### src/rtl/lc3_dcache_pkg.sv
// lc3_cache_pkg
// Shared types and constants for the LC-3 data cache.
//   cache_state_e : controller FSM states (also exposed on the state probe)
//   TAG_W/IDX_W/OFF_W : address split {tag, index, offset}
//   line_t        : one cache line, tag plus four 16-bit words
//   line_word()   : pick one word out of a packed line
package lc3_cache_pkg;

  localparam int WORD_W = 16;
  localparam int TAG_W  = 10;
  localparam int IDX_W  = 4;
  localparam int OFF_W  = 2;
  localparam int LINE_W = 64;

  typedef enum logic [2:0] {
    IDLE   = 3'd0,
    LOOKUP = 3'd1,
    RD_REQ = 3'd2,
    FILL   = 3'd3,
    WR_REQ = 3'd4,
    DONE   = 3'd5
  } cache_state_e;

  typedef struct packed {
    logic [TAG_W-1:0]  tag;
    logic [LINE_W-1:0] data;
  } line_t;

  // Word k of a line lives in data[16k+15:16k].
  function automatic logic [WORD_W-1:0] line_word(input logic [LINE_W-1:0] data,
                                                  input logic [OFF_W-1:0]  off);
    return data[{off, 4'b0000} +: WORD_W];
  endfunction

endpackage

### src/rtl/lc3_dcache_if.sv
// lc3_dcache_if
// Memory-side bus of the data cache: line-read request/accept, read beats,
// and single-word write request/accept.
//   master : cache side (drives rrqst, rdacpt, wrqst, maddr, mdout)
//   slave  : memory side (drives rrdy, rdrdy, mdin, wacpt)
interface lc3_dcache_if #(
  parameter int W = 16
) ();

  logic         rrqst;
  logic         rrdy;
  logic         rdrdy;
  logic         rdacpt;
  logic [W-1:0] mdin;
  logic         wrqst;
  logic         wacpt;
  logic [W-1:0] maddr;
  logic [W-1:0] mdout;

  modport master (
    output rrqst, rdacpt, wrqst, maddr, mdout,
    input  rrdy, rdrdy, mdin, wacpt
  );

  modport slave (
    input  rrqst, rdacpt, wrqst, maddr, mdout,
    output rrdy, rdrdy, mdin, wacpt
  );

endinterface

### src/rtl/lc3_dcache_array.sv
// lc3_dcache_array
// Line storage for the direct-mapped cache plus the per-line valid bits.
//   clock, reset_n : clock and async active-low reset (clears valid bits only)
//   rd_idx -> rd_line, rd_valid : combinational read port
//   line_we/line_idx/line_wdata : whole-line write (refill), sets valid
//   word_we/word_idx/word_off/word_data : single-word write (store hit)
//   validarr : valid bits, one per line
module lc3_dcache_array
  import lc3_cache_pkg::*;
#(
  parameter int LINES = 16
) (
  input  logic              clock,
  input  logic              reset_n,
  input  logic [IDX_W-1:0]  rd_idx,
  output line_t             rd_line,
  output logic              rd_valid,
  input  logic              line_we,
  input  logic [IDX_W-1:0]  line_idx,
  input  line_t             line_wdata,
  input  logic              word_we,
  input  logic [IDX_W-1:0]  word_idx,
  input  logic [OFF_W-1:0]  word_off,
  input  logic [WORD_W-1:0] word_data,
  output logic [LINES-1:0]  validarr
);

  line_t lines [LINES];

  // Tag/data storage is deliberately not reset; the valid bits guard it.
  always_ff @(posedge clock) begin
    if (line_we) begin
      lines[line_idx] <= line_wdata;
    end else if (word_we) begin
      lines[word_idx].data[{word_off, 4'b0000} +: WORD_W] <= word_data;
    end
  end

  always_ff @(posedge clock or negedge reset_n) begin
    if (!reset_n) begin
      validarr <= '0;
    end else if (line_we) begin
      validarr[line_idx] <= 1'b1;
    end
  end

  assign rd_line  = lines[rd_idx];
  assign rd_valid = validarr[rd_idx];

endmodule

### src/rtl/lc3_dcache.sv
// lc3_dcache
// Direct-mapped, write-through, no-write-allocate data cache for the LC-3
// MemAccess stage. One access in flight; loads that miss refill a 4-word line.
//   clock, reset_n         : clock and async active-low reset
//   dmac, rd, addr, din    : access request (sampled only in IDLE)
//   dout, complete         : load data and one-cycle done pulse
//   miss, state, validarr  : probe outputs
//   mem (master)           : memory bus (rrqst/rrdy, rdrdy/rdacpt/mdin,
//                            wrqst/wacpt, maddr, mdout)
module lc3_dcache
  import lc3_cache_pkg::*;
#(
  parameter int ADDR_W = 16,
  parameter int LINES  = 16,
  parameter int WORDS  = 4
) (
  input  logic              clock,
  input  logic              reset_n,
  input  logic              dmac,
  input  logic              rd,
  input  logic [ADDR_W-1:0] addr,
  input  logic [ADDR_W-1:0] din,
  output logic [ADDR_W-1:0] dout,
  output logic              complete,
  output logic              miss,
  output logic [2:0]        state,
  output logic [LINES-1:0]  validarr,
  lc3_dcache_if.master      mem
);

  localparam logic [OFF_W-1:0] LAST_BEAT = OFF_W'(WORDS - 1);

  cache_state_e      state_q, state_d;
  logic              req_rd;
  logic [ADDR_W-1:0] req_addr;
  logic [ADDR_W-1:0] req_din;
  logic              miss_q;
  logic [ADDR_W-1:0] dout_q;
  logic [ADDR_W-1:0] maddr_q;
  logic [ADDR_W-1:0] mdout_q;
  logic [OFF_W-1:0]  count;
  logic [LINE_W-1:0] beat_buf;
  logic [LINE_W-1:0] fill_data;

  logic [TAG_W-1:0]  req_tag;
  logic [IDX_W-1:0]  req_idx;
  logic [OFF_W-1:0]  req_off;

  line_t             rd_line;
  line_t             fill_line;
  logic              rd_valid;
  logic              hit;
  logic              line_we;
  logic              word_we;

  assign req_off = req_addr[OFF_W-1:0];
  assign req_idx = req_addr[OFF_W +: IDX_W];
  assign req_tag = req_addr[OFF_W+IDX_W +: TAG_W];

  assign hit = rd_valid && (rd_line.tag == req_tag);

  // The last beat goes straight from mdin into the line, so the buffer only
  // ever holds the earlier beats when the line is written.
  always_comb begin
    fill_data = beat_buf;
    fill_data[{count, 4'b0000} +: WORD_W] = mem.mdin;
  end

  assign fill_line = '{tag: req_tag, data: fill_data};

  lc3_dcache_array #(
    .LINES(LINES)
  ) u_array (
    .clock     (clock),
    .reset_n   (reset_n),
    .rd_idx    (req_idx),
    .rd_line   (rd_line),
    .rd_valid  (rd_valid),
    .line_we   (line_we),
    .line_idx  (req_idx),
    .line_wdata(fill_line),
    .word_we   (word_we),
    .word_idx  (req_idx),
    .word_off  (req_off),
    .word_data (req_din),
    .validarr  (validarr)
  );

  // Next-state logic; array write strobes fire on the edge leaving FILL or
  // WR_REQ. A store miss writes memory only and never touches the array.
  always_comb begin
    state_d = state_q;
    line_we = 1'b0;
    word_we = 1'b0;
    case (state_q)
      IDLE: begin
        if (dmac) state_d = LOOKUP;
      end
      LOOKUP: begin
        if (!req_rd)  state_d = WR_REQ;
        else if (hit) state_d = DONE;
        else          state_d = RD_REQ;
      end
      RD_REQ: begin
        if (mem.rrdy) state_d = FILL;
      end
      FILL: begin
        if (mem.rdrdy && (count == LAST_BEAT)) begin
          line_we = 1'b1;
          state_d = DONE;
        end
      end
      WR_REQ: begin
        if (mem.wacpt) begin
          word_we = !miss_q;
          state_d = DONE;
        end
      end
      DONE: begin
        state_d = IDLE;
      end
      default: begin
        state_d = IDLE;
      end
    endcase
  end

  // Request latch, miss flag, memory address/data and refill beat capture.
  always_ff @(posedge clock or negedge reset_n) begin
    if (!reset_n) begin
      state_q  <= IDLE;
      req_rd   <= 1'b0;
      req_addr <= '0;
      req_din  <= '0;
      miss_q   <= 1'b0;
      dout_q   <= '0;
      maddr_q  <= '0;
      mdout_q  <= '0;
      count    <= '0;
      beat_buf <= '0;
    end else begin
      state_q <= state_d;
      case (state_q)
        IDLE: begin
          if (dmac) begin
            req_rd   <= rd;
            req_addr <= addr;
            req_din  <= din;
          end
        end
        LOOKUP: begin
          miss_q <= !hit;
          if (req_rd) begin
            maddr_q <= {req_tag, req_idx, {OFF_W{1'b0}}};
            if (hit) dout_q <= line_word(rd_line.data, req_off);
          end else begin
            maddr_q <= req_addr;
            mdout_q <= req_din;
          end
        end
        FILL: begin
          if (mem.rdrdy) begin
            beat_buf[{count, 4'b0000} +: WORD_W] <= mem.mdin;
            count <= count + 1'b1;
            if (count == LAST_BEAT) dout_q <= line_word(fill_data, req_off);
          end
        end
        DONE: begin
          miss_q <= 1'b0;
        end
        default: ;
      endcase
    end
  end

  assign dout       = dout_q;
  assign complete   = (state_q == DONE);
  assign miss       = miss_q;
  assign state      = state_q;
  assign mem.rrqst  = (state_q == RD_REQ);
  assign mem.rdacpt = (state_q == FILL) && mem.rdrdy;
  assign mem.wrqst  = (state_q == WR_REQ);
  assign mem.maddr  = maddr_q;
  assign mem.mdout  = mdout_q;

endmodule

### src/flat_wrapper.sv
// flat-port wrapper written by rule: the top's interface ports become plain ports
module lc3_dcache_flat import lc3_cache_pkg::*;
#(
  parameter int ADDR_W = 16,
  parameter int LINES  = 16,
  parameter int WORDS  = 4
)
  (clock, reset_n, dmac, rd, addr, din, dout, complete, miss, state, validarr, mem_rrqst, mem_rdacpt, mem_wrqst, mem_maddr, mem_mdout, mem_rrdy, mem_rdrdy, mem_mdin, mem_wacpt);
  lc3_dcache_if mem_i ();
  input  logic clock;
  input  logic reset_n;
  input  logic dmac;
  input  logic rd;
  input  logic [ADDR_W-1:0] addr;
  input  logic [ADDR_W-1:0] din;
  output logic [ADDR_W-1:0] dout;
  output logic complete;
  output logic miss;
  output logic [2:0] state;
  output logic [LINES-1:0] validarr;
  output wire logic [$bits(mem_i.rrqst)-1:0] mem_rrqst;
  output wire logic [$bits(mem_i.rdacpt)-1:0] mem_rdacpt;
  output wire logic [$bits(mem_i.wrqst)-1:0] mem_wrqst;
  output wire logic [$bits(mem_i.maddr)-1:0] mem_maddr;
  output wire logic [$bits(mem_i.mdout)-1:0] mem_mdout;
  input wire logic [$bits(mem_i.rrdy)-1:0] mem_rrdy;
  input wire logic [$bits(mem_i.rdrdy)-1:0] mem_rdrdy;
  input wire logic [$bits(mem_i.mdin)-1:0] mem_mdin;
  input wire logic [$bits(mem_i.wacpt)-1:0] mem_wacpt;
  assign mem_rrqst = mem_i.rrqst;
  assign mem_rdacpt = mem_i.rdacpt;
  assign mem_wrqst = mem_i.wrqst;
  assign mem_maddr = mem_i.maddr;
  assign mem_mdout = mem_i.mdout;
  assign mem_i.rrdy = mem_rrdy;
  assign mem_i.rdrdy = mem_rdrdy;
  assign mem_i.mdin = mem_mdin;
  assign mem_i.wacpt = mem_wacpt;
  lc3_dcache #(.ADDR_W(ADDR_W), .LINES(LINES), .WORDS(WORDS)) u_core (.clock(clock), .reset_n(reset_n), .dmac(dmac), .rd(rd), .addr(addr), .din(din), .dout(dout), .complete(complete), .miss(miss), .state(state), .validarr(validarr), .mem(mem_i));
endmodule
### config.mk
export PLATFORM = sky130hd
export DESIGN_NAME = lc3_dcache_flat
export DESIGN_NICKNAME = d
export VERILOG_FILES = /design/src/rtl/lc3_dcache_pkg.sv /design/src/rtl/lc3_dcache_if.sv /design/src/rtl/lc3_dcache_array.sv /design/src/rtl/lc3_dcache.sv /design/src/flat_wrapper.sv
export SDC_FILE = /design/constraint.sdc
export NUM_CORES = 2
export LEC_CHECK = 0
export CORE_UTILIZATION = 64
export DETAILED_ROUTE_END_ITERATION = 6
export PLACE_DENSITY = 0.82
export SYNTH_ARGS = -nofsm -noshare
export SYNTH_HDL_FRONTEND = slang
export SYNTH_SLANG_ARGS = --single-unit
### constraint.sdc
create_clock -name clock -period 8.8 [get_ports clock]
set_clock_uncertainty 0.15 [all_clocks]
set_input_delay 0.88 -clock clock [delete_from_list [all_inputs] [get_ports clock]]
set_output_delay 0.88 -clock clock [all_outputs]
set_load 0.005 [all_outputs]
==> results.md <==
* Leading area contributor after synthesis: edfxtp_1
* Fin Setup TNS at 0 ns
* Largest net degree at the start of global routing at 135
* Arr. time, crit path at 5.63 ns
* Starting DRT DRC Count at 5,051
* Critical path's slowest cell: buf_4
* GRT Util Overall at 35.4%
* Fin crit period at 5.16 ns
* Crit-path cells: buf_4, buf_4, mux4_2, inv_1, o22ai_1, a221oi_1, a31oi_1, mux2_4
* DRT Wirelength at 150,000 µm
* DRC viols at 1
* Ports at 127
* Clock latency on the worst-skew pair at 0.74 ns
* DIE AREA at 86,000 µm²
* Final Power at 20.4 mW
* Core Footprint at 83,800 µm²
* FFs w/ async S/R, synth at 12.4%
* Min-Delay Path Class: primary input to asynchronous set/reset pin
* RSZ-0062 raised after global routing: no
* Clock transition at path regs at 0.06 ns
* Failing checks: DRC
* # fillers at 4,517
* Status: finished, violations left
* Post-Place Cell Area at 57,400 µm²
* CTS Hold Bufs at 0
* Hold slack at 0.0890 ns
* Setup CP Type: flop to flop
* Die X-Extent at 293 µm
* P per Cell Area at 331 nW/µm²
* Area contributors post-synth: edfxtp_1 65%, mux4_2 9.9%, dfrtp_1 7.7%, mux2i_1 3.2%, o21ai_0 1.9%
* Final setup viols at 0
* Post-synth top area share at 65.5%
* Max Clk Rate at 194 MHz
* Sequential share of the synthesized area at 73.2%
* VDD IR-drop max at 0.259 mV
* Ys flop type: edfxtp_1
* Slew @ Worst Pin at 1.46 ns
* Tcrit/Tclk final at 58.6%
* Top cell by count, worst path: buf_4
* Rel. slew slack at 2.31%
* Yosys Warn Count at 0
* Clock tree buffer depth at 3
* Max Cap Violations at 0
* Endpoint class of the critical path: flop
* Final hold violation count at 0
* Setup bufs post-CTS at 0
* Final WS setup at 3.64 ns
* Initial Utilization at 64.8%
* Via count at 31,800
* Row cnt at 106
* Vias in the first global route at 31,200
* PortBufs at 126
* Num Clock Sinks at 1,351
* Root buf cell: clkbuf_16
* H-tree Lvls at 4
* Drt pass-1 iters at 7
* Grt ovf at 0
* TritonCTS clock tree: yes
* Synthesized flop and latch total at 1,351
* Num CTS Buffers at 133
* Core Util, Final at 73.5%
* Slew Viols, Final at 0
* Placed Cells at 4,263
* CP Data Required Time at 9.27 ns
* Mapped Cells at 3,029
* Post-Synthesis Cell Area at 54,300 µm²
* Syn Nets at 3,094
* Routed length per instance at 33.3 µm
* GPL Wtd Cong at 0.929
* Layout cells sized above 1 at 20.6%
* Dpl ws at 3.82 ns
* Global-route wire length before repair at 214,000 µm
* Post-synth EDFFs at 1,184
* Die height at 293 µm
* Post-CTS Resized at 0
* Initial antenna violation count at 12
* DP Wirelength at 88,500 µm
* Post-route ant nets at 0
* Worst path max stage delay at 1.00 ns
* Via-to-Cell Ratio at 7.04
* Avg Cell Area, Syn at 17.9 µm²
* Area added between synthesis and finish at 13.5%
* Nets at 3,329
* Netlist cell types at 65
* Crit path launch type: flop
* P_leak at 20.6 nW
* Final Cell Area at 61,600 µm²
* Layout Cells excl Fill at 4,515
* Crit Path Max Fanout at 79
[kinds of logic (layout without fill, tap and decap cells)]
kind of cell | after synthesis | after routing | synth area share [%]
buf+inv | 224 | 566 | 1.85
other cells | 0 | 10 | 0
mux | 498 | 498 | 15.2
fa+ha+maj | 10 | 10 | 0.230
compound gates | 462 | 462 | 5.20
xor+xnor | 16 | 16 | 0.258
flops | 1351 | 1351 | 73.2
simple gates | 468 | 468 | 4.10
[sequential cells by signal, indices dropped and copies added, names as in the netlist]
signal / count
u_core.u_array.lines: 1184
u_core.beat_buf: 64
u_core.dout: 16
u_core.mem.maddr: 16
u_core.mem.mdout: 16
u_core.req_addr: 16
u_core.req_din: 16
u_core.u_array.validarr: 16
u_core.state: 3
u_core.count: 2
u_core.miss: 1
u_core.req_rd: 1
[power by group]
group / leakage [nW] / switching [mW] / total (mW) / internal (mW)
logic: 6.05 / 3.90 / 6.36 / 2.46
registers: 12.5 / 0.589 / 8.46 / 7.87
clock network: 2.07 / 2.41 / 5.57 / 3.16
total: 20.6 / 6.89 / 20.4 / 13.5
[cell usage after synthesis (all sizes together), types with 17 or more instances]
cell type  number
dfrtp         167
a221oi         37
inv            41
a21oi          84
a22oi          46
a31oi          19
nand2         139
nand2b         21
buf            75
nor2          117
o21ai         202
mux4          248
o221ai         17
mux2i         174
nand3          73
nor2b          72
edfxtp       1184
clkbuf        106
mux2           76
or2            17
o22ai          19
[worst max-delay path, delay by kind of cell, from the launching register on]
| family | cells | cell delay, ns |
|---|---|---|
| compound gates | 3 | 1.10 |
| buf+inv | 3 | 1.94 |
| flops | 1 | 0.92 |
| mux | 2 | 0.73 |
[layout by cell type, fill, tap and decap left out, types with 24 or more instances in the layout]
cell / n
mux4_2: 238
nand2_1: 137
clkbuf_1: 37
buf_4: 153
mux2i_1: 174
edfxtp_1: 1184
inv_1: 40
clkbuf_16: 139
clkinv_1: 24
a21oi_1: 83
nor2_1: 116
a22oi_1: 45
dfrtp_1: 164
clkdlybuf4s50_1: 125
a221oi_1: 35
nor2b_1: 70
o21ai_0: 186
nand3_1: 72
mux2_2: 66
[layout make-up]
| cell class | instances | area (µm²) | area share, % |
|---|---|---|---|
| clock inverters | 60 | 517 | 0.839 |
| flip-flops and latches | 1351 | 39700 | 64.5 |
| clock buffers | 182 | 3700 | 6.00 |
| inverters | 43 | 163 | 0.264 |
| repair buffers | 281 | 2450 | 3.98 |
| multi-input cells | 1454 | 13600 | 22.1 |
| diodes | 10 | 25.0 | 0.0406 |
| well taps | 1134 | 1420 | 2.30 |
[per-layer routing]
layer / vias to the layer above / wire, µm / GRT usage [%]
met3: 570 / 19900 / 10.1
met4: 14 / 10200 / 20.5
met2: 2767 / 69200 / 54.1
met5: - / 92 / 0
li1: 12500 / - / -
met1: 15900 / 50900 / 45.9
[final timing paths]
| path | endpoint | depth (start not counted) | from | slack, ns |
|---|---|---|---|---|
| max reg2reg | u_core.dout[12] | 8 | u_core.req_addr[3] | 3.64 |
| max in group asynchronous | u_core.req_addr[4] | 2 | reset_n | 6.65 |
| max | u_core.dout[12] | 8 | u_core.req_addr[3] | 3.64 |
| min in group clock | u_core.beat_buf[3] | 2 | u_core.beat_buf[3] | 0.32 |
| min reg2reg | u_core.beat_buf[3] | 2 | u_core.beat_buf[3] | 0.32 |
| min | u_core.mem.mdout[8] | 1 | reset_n | 0.09 |
(Power assumes the default switching activity.)
